==> config.mk <==
export PLATFORM = sky130hd
export DESIGN_NAME = nec_ir_receiver
export DESIGN_NICKNAME = d
export VERILOG_FILES = /design/src/rtl/nec_ir_receiver.sv
export SDC_FILE = /design/constraint.sdc
export NUM_CORES = 1
export LEC_CHECK = 0
export CORE_MARGIN = 2
export CORE_UTILIZATION = 40
export DETAILED_ROUTE_END_ITERATION = 6
export GPL_ROUTABILITY_DRIVEN = 0
export PLACE_DENSITY = 0.62
export SYNTH_ARGS = -nofsm -noshare
export SYNTH_HDL_FRONTEND = slang
export SYNTH_SLANG_ARGS = --single-unit
==> constraint.sdc <==
create_clock -name CLOCK_50 -period 5.7 [get_ports CLOCK_50]
set_input_delay 1.71 -clock CLOCK_50 [delete_from_list [all_inputs] [get_ports CLOCK_50]]
set_output_delay 1.71 -clock CLOCK_50 [all_outputs]
set_load 0.1 [all_outputs]
==> src/rtl/nec_ir_receiver.sv <==
// NEC infrared frame decoder: measures mark/space widths in microseconds and
// publishes validated frames, a one-cycle command strobe, and repeat/error pulses.
module nec_ir_receiver #(
  parameter int unsigned TICK_DIV   = 50,
  parameter int unsigned TIMEOUT_US = 12000,
  parameter bit          CHECK_ADDR = 1'b1
) (
  input  logic        CLOCK_50,
  input  logic        reset,
  input  logic        IRDA_RXD,
  output logic [31:0] hex_data,
  output logic [7:0]  IR_button,
  output logic        data_ready,
  output logic        repeat_pulse,
  output logic        frame_error
);

  localparam int unsigned WW = 14;
  localparam int unsigned PW = (TICK_DIV > 1) ? $clog2(TICK_DIV) : 1;
  localparam logic [PW-1:0] P_LAST    = PW'(TICK_DIV - 1);
  localparam logic [WW-1:0] W_MAX     = '1;
  localparam logic [WW-1:0] TIMEOUT_W = WW'(TIMEOUT_US);

  localparam logic [WW-1:0] BURST_LO = WW'(300);
  localparam logic [WW-1:0] BURST_HI = WW'(800);
  localparam logic [WW-1:0] LEAD_LO  = WW'(8000);
  localparam logic [WW-1:0] LEAD_HI  = WW'(10000);
  localparam logic [WW-1:0] SPACE_LO = WW'(3500);
  localparam logic [WW-1:0] SPACE_HI = WW'(5500);
  localparam logic [WW-1:0] REP_LO   = WW'(1750);
  localparam logic [WW-1:0] REP_HI   = WW'(2750);
  localparam logic [WW-1:0] ZERO_LO  = WW'(300);
  localparam logic [WW-1:0] ZERO_HI  = WW'(800);
  localparam logic [WW-1:0] ONE_LO   = WW'(1400);
  localparam logic [WW-1:0] ONE_HI   = WW'(2000);

  typedef enum logic [2:0] {
    S_IDLE, S_LEAD_LOW, S_LEAD_HIGH, S_BIT_LOW, S_BIT_HIGH, S_STOP_LOW, S_REP_END
  } state_t;

  state_t        state;
  logic [1:0]    sync_q;
  logic          level_q;
  logic [PW-1:0] pre_q;
  logic          tick_q;
  logic [WW-1:0] width_q;
  logic [4:0]    bit_cnt_q;
  logic [31:0]   shift_q;
  logic          check_q;
  logic          rep_q;
  logic          seen_q;

  logic rise_c, fall_c, edge_c;
  logic burst_c, zero_c, one_c, frame_ok_c;

  function automatic logic in_win(input logic [WW-1:0] w,
                                  input logic [WW-1:0] lo,
                                  input logic [WW-1:0] hi);
    return (w >= lo) && (w <= hi);
  endfunction

  assign rise_c  = sync_q[1] & ~level_q;
  assign fall_c  = ~sync_q[1] & level_q;
  assign edge_c  = rise_c | fall_c;
  assign burst_c = in_win(width_q, BURST_LO, BURST_HI);
  assign zero_c  = in_win(width_q, ZERO_LO, ZERO_HI);
  assign one_c   = in_win(width_q, ONE_LO, ONE_HI);
  assign frame_ok_c = (shift_q[23:16] == ~shift_q[31:24]) &&
                      ((CHECK_ADDR == 1'b0) || (shift_q[7:0] == ~shift_q[15:8]));

  // Synchronizer and edge register idle high so reset never fakes an edge.
  always_ff @(posedge CLOCK_50 or posedge reset) begin
    if (reset) begin
      sync_q  <= 2'b11;
      level_q <= 1'b1;
    end else begin
      sync_q  <= {sync_q[0], IRDA_RXD};
      level_q <= sync_q[1];
    end
  end

  // 1 us tick prescaler and saturating level-width counter.
  always_ff @(posedge CLOCK_50 or posedge reset) begin
    if (reset) begin
      pre_q   <= '0;
      tick_q  <= 1'b0;
      width_q <= '0;
    end else begin
      if (pre_q == P_LAST) begin
        pre_q  <= '0;
        tick_q <= 1'b1;
      end else begin
        pre_q  <= pre_q + PW'(1);
        tick_q <= 1'b0;
      end
      if (edge_c) width_q <= '0;
      else if (tick_q && (width_q != W_MAX)) width_q <= width_q + WW'(1);
    end
  end

  // Frame FSM; any out-of-window level aborts to idle.
  always_ff @(posedge CLOCK_50 or posedge reset) begin
    if (reset) begin
      state     <= S_IDLE;
      bit_cnt_q <= '0;
      shift_q   <= '0;
      check_q   <= 1'b0;
      rep_q     <= 1'b0;
    end else begin
      check_q <= 1'b0;
      rep_q   <= 1'b0;
      if ((state != S_IDLE) && !edge_c && (width_q >= TIMEOUT_W)) begin
        state <= S_IDLE;
      end else begin
        case (state)
          S_IDLE: if (fall_c) state <= S_LEAD_LOW;
          S_LEAD_LOW:
            if (edge_c)
              state <= (rise_c && in_win(width_q, LEAD_LO, LEAD_HI)) ? S_LEAD_HIGH : S_IDLE;
          S_LEAD_HIGH:
            if (edge_c) begin
              if (fall_c && in_win(width_q, SPACE_LO, SPACE_HI)) begin
                state     <= S_BIT_LOW;
                bit_cnt_q <= '0;
              end else if (fall_c && in_win(width_q, REP_LO, REP_HI)) begin
                state <= S_REP_END;
              end else begin
                state <= S_IDLE;
              end
            end
          S_BIT_LOW:
            if (edge_c) state <= (rise_c && burst_c) ? S_BIT_HIGH : S_IDLE;
          S_BIT_HIGH:
            if (edge_c) begin
              if (fall_c && (zero_c || one_c)) begin
                shift_q   <= {one_c, shift_q[31:1]};
                bit_cnt_q <= bit_cnt_q + 5'd1;
                state     <= (bit_cnt_q == 5'd31) ? S_STOP_LOW : S_BIT_LOW;
              end else begin
                state <= S_IDLE;
              end
            end
          S_STOP_LOW:
            if (edge_c) begin
              check_q <= rise_c && burst_c;
              state   <= S_IDLE;
            end
          S_REP_END:
            if (edge_c) begin
              rep_q <= rise_c && burst_c;
              state <= S_IDLE;
            end
          default: state <= S_IDLE;
        endcase
      end
    end
  end

  // Output stage: validation result lands one clock after the stop burst.
  always_ff @(posedge CLOCK_50 or posedge reset) begin
    if (reset) begin
      hex_data     <= '0;
      IR_button    <= '0;
      data_ready   <= 1'b0;
      repeat_pulse <= 1'b0;
      frame_error  <= 1'b0;
      seen_q       <= 1'b0;
    end else begin
      IR_button    <= '0;
      data_ready   <= 1'b0;
      repeat_pulse <= 1'b0;
      frame_error  <= 1'b0;
      if (check_q) begin
        if (frame_ok_c) begin
          hex_data   <= shift_q;
          IR_button  <= shift_q[23:16];
          data_ready <= 1'b1;
          seen_q     <= 1'b1;
        end else begin
          frame_error <= 1'b1;
        end
      end
      if (rep_q && seen_q) repeat_pulse <= 1'b1;
    end
  end

endmodule
==> results by group <==
Clock tree
  – Clock sink total: 110
  – Setup bufs post-CTS: 0
  – CTS tree: done
  – Hold buffer count at cts: 0
  – Post-CTS resize count: 0
  – CTS H-Tree Depth: 3
  – Clk root buf: clkbuf_16
  – Clk buf depth: 2
  – CTS Buf Count: 9
  – Clk pin slew, worst setup/hold paths: 0.07 ns
  – Clk_lat worst skew: 0.35 ns

Setup path
  – Crit path max-delay family: buffers and inverters
  – Max incr delay on CP: 1.14 ns
  – Crit-path max FO: 2
  – Slowest CP cell: clkdlybuf4s50_1
  – CP Cell Sequence: clkdlybuf4s50_1
  – CP arrival: 1.84 ns
  – CP startpoint kind: flop
  – Required time worst endpoint: 3.99 ns
  – Worst path bufs/invs: 1
  – Critical path class: flop to primary output
  – CP Capture Type: primary output

Global route
  – First-pass GRT wire length: 17.2 mm
  – Pin count of the biggest net entering global routing: 50
  – Initial antenna violation count: 0
  – Vias in the first global route: 3,509
  – Global route total overflow: 0
  – GRT Util Overall: 0.152

Power
  – Worst VDD drop: 124 uV
  – Static leakage: 2.98 nW
  – PwrDens: 235 nW/um^2
  – Switching Power: 0.000328 W
  – Sw frac: 0.230
  – Reg power frac: 0.556
  – Clock Power Share: 0.413
  – Internal: 0.00110 W
  – Power share of the combinational group: 0.031

STA
  – RSZ-0062 raised after global routing: false
  – # setup viols final: 0
  – Max Freq: 0.281 GHz
  – Relative slew slack: 0.273
  – Post-route setup slack: 2.15 ns
  – Final Cycle Share: 0.624
  – Final Hold Fails: 0
  – Fin crit period: 3.55 ns
  – Slew Limit Fails: 0
  – Setup Skew: 0.0117 ns
  – Setup_tns: 0 ns
  – Worst Tran Pin Value: 1.09 ns

Logic synthesis
  – Netlist cell types: 62
  – Syn avg cell area: 11.0 um^2
  – Sequential-to-total area share from yosys stat: 0.524
  – Main synth FF type: dfrtp_1
  – #FFs+latches synth: 110
  – Post-synth net total: 491
  – Yosys top cell area share: 0.509
  – Post-synth EDFFs: 0
  – Yosys top cell by area: dfrtp_1
  – FFs w/ async S/R, synth: 1.00
  – Top cells by area, synth: dfrtp_1, nand2_1, mux2_4
  – Mapped cell area: 5260 um^2
  – Syn Inst Count: 480
  – Yosys warns: 0

Place
  – Pre-CTS WS: 2.32 ns
  – Post-DP HPWL: 7.05 mm
  – PortBufs: 45

Detailed routing
  – 1st-iter DRT viols: 137
  – Final wirelength: 10.0 mm
  – Drt via density: 5.22
  – DRC: 0
  – Vias: 3,591
  – Routed length per instance: 14.6 um
  – Routed Antenna Nets: 0
  – DR pass1 iterations: 5

Die
  – Die X: 119 um
  – Die ar.: 14,100 um^2
  – Placeable Area: 12,700 um^2
  – I/O pins: 46
  – Die Ht: 119 um
  – # rows: 41
  – Initial Utilization: 0.413

Cells and area
  – Synthesis-to-layout area growth: 15.3%
  – Nets@finish: 523
  – Commonest non-fill, non-tap cells in the layout: dfrtp_1, nand2_1, clkdlybuf4s50_1
  – Layout cells sized above 1: 0.114
  – Inserted Diodes: 0
  – Commonest non-fill, non-tap cell in the layout: dfrtp_1

Hold path
  – Hold WC Path Type: flop to flop

Job
  – Max-Cap Viols: 0

Status
  – Status: finished clean
[power groups by stage]
stage | Sequential, W | Clock, W | Combinational, W
after global placement | 0.000807 | 0 | 0.0000457
after floorplan | 0.000805 | 0 | 0.0000333
after detailed placement | 0.000807 | 0 | 0.0000461
after CTS | 0.000792 | 0.000605 | 0.0000467
after global routing | 0.000793 | 0.000641 | 0.0000532
final | 0.000792 | 0.000589 | 0.0000449
[worst paths after layout]
path | from | endpoint | slack, ns | cells past startpoint
worst min register to register | sync_q[0] | sync_q[1] | 0.36 | 0
min in group asynchronous | reset | hex_data[1] | 1.78 | 2
worst max-delay path | hex_data[24] | hex_data[24] | 2.15 | 1
worst min-delay path | sync_q[0] | sync_q[1] | 0.36 | 0
worst max register to register | width_q[1] | shift_q[30] | 2.32 | 9
max in group asynchronous | reset | hex_data[29] | 3.08 | 3
[cell usage after synthesis (all sizes together), types with 3 or more instances]
| library cell | n |
|---|---|
| nor2 | 15 |
| a22o | 4 |
| a211oi | 5 |
| a21oi | 5 |
| inv | 12 |
| buf | 16 |
| xor2 | 18 |
| and2 | 17 |
| o21ai | 9 |
| nor2b | 3 |
| dfstp | 3 |
| nand2 | 87 |
| nand4 | 13 |
| and3 | 16 |
| nor3 | 7 |
| mux2 | 33 |
| o211ai | 3 |
| a21o | 10 |
| o21a | 3 |
| a21boi | 3 |
| clkbuf | 12 |
| nor4b | 3 |
| nand3 | 14 |
| xnor2 | 12 |
| dfrtp | 107 |
| nand2b | 5 |
| ha | 8 |
| or3 | 3 |
| nor4 | 6 |
[flip-flops by register name, indices dropped and copies added (netlist names), 2 cells and up]
| signal | count |
|---|---|
| IR_button | 8 |
| bit_cnt_q | 5 |
| hex_data | 32 |
| pre_q | 6 |
| shift_q | 32 |
| state | 3 |
| sync_q | 2 |
| width_q | 14 |
[per-stage QoR]
stage                      util  cell area (um^2)  total power [W]  cells  hold slack, ns
final                     0.476              6060          0.00143    688           0.359
after detailed placement  0.455              5790         0.000853    673           0.351
after global routing      0.476              6060          0.00149    688           0.366
after global placement    0.455              5790         0.000853    673           0.347
after floorplan               -              5260         0.000839    480           0.345
after CTS                 0.476              6060          0.00144    688           0.362
[cell families after synthesis]
kind of cell / share of synthesized area
muxes: 0.0869
DFF: 0.524
and+or+nand+nor: 0.200
buffers and inverters: 0.0426
xor gates and xnor gates: 0.0500
adders and majority gates: 0.0190
AOI/OAI and AO/OA: 0.0769
[routing by layer]
layer  wire length, um  GRT usage  share of wire  vias to the layer above
met4               200     0.0484          0.020                        0
met1              4390      0.185           0.44                     1776
met5                 0          0              0                        -
met3               401     0.0425          0.040                       19
li1                  -          -              -                     1717
met2              5020      0.259           0.50                       79
[final cells by class]
cell class / count / area (um^2)
clock buffers: 10 / 229
clock inverters: 5 / 45.0
fillers: 1233 / 6660
inverters: 12 / 47.5
multi-input cells: 330 / 2290
flip-flops and latches: 110 / 2760
well taps: 172 / 215
repair buffers: 49 / 480
No activity file was read; power rests on OpenSTA's default activity.
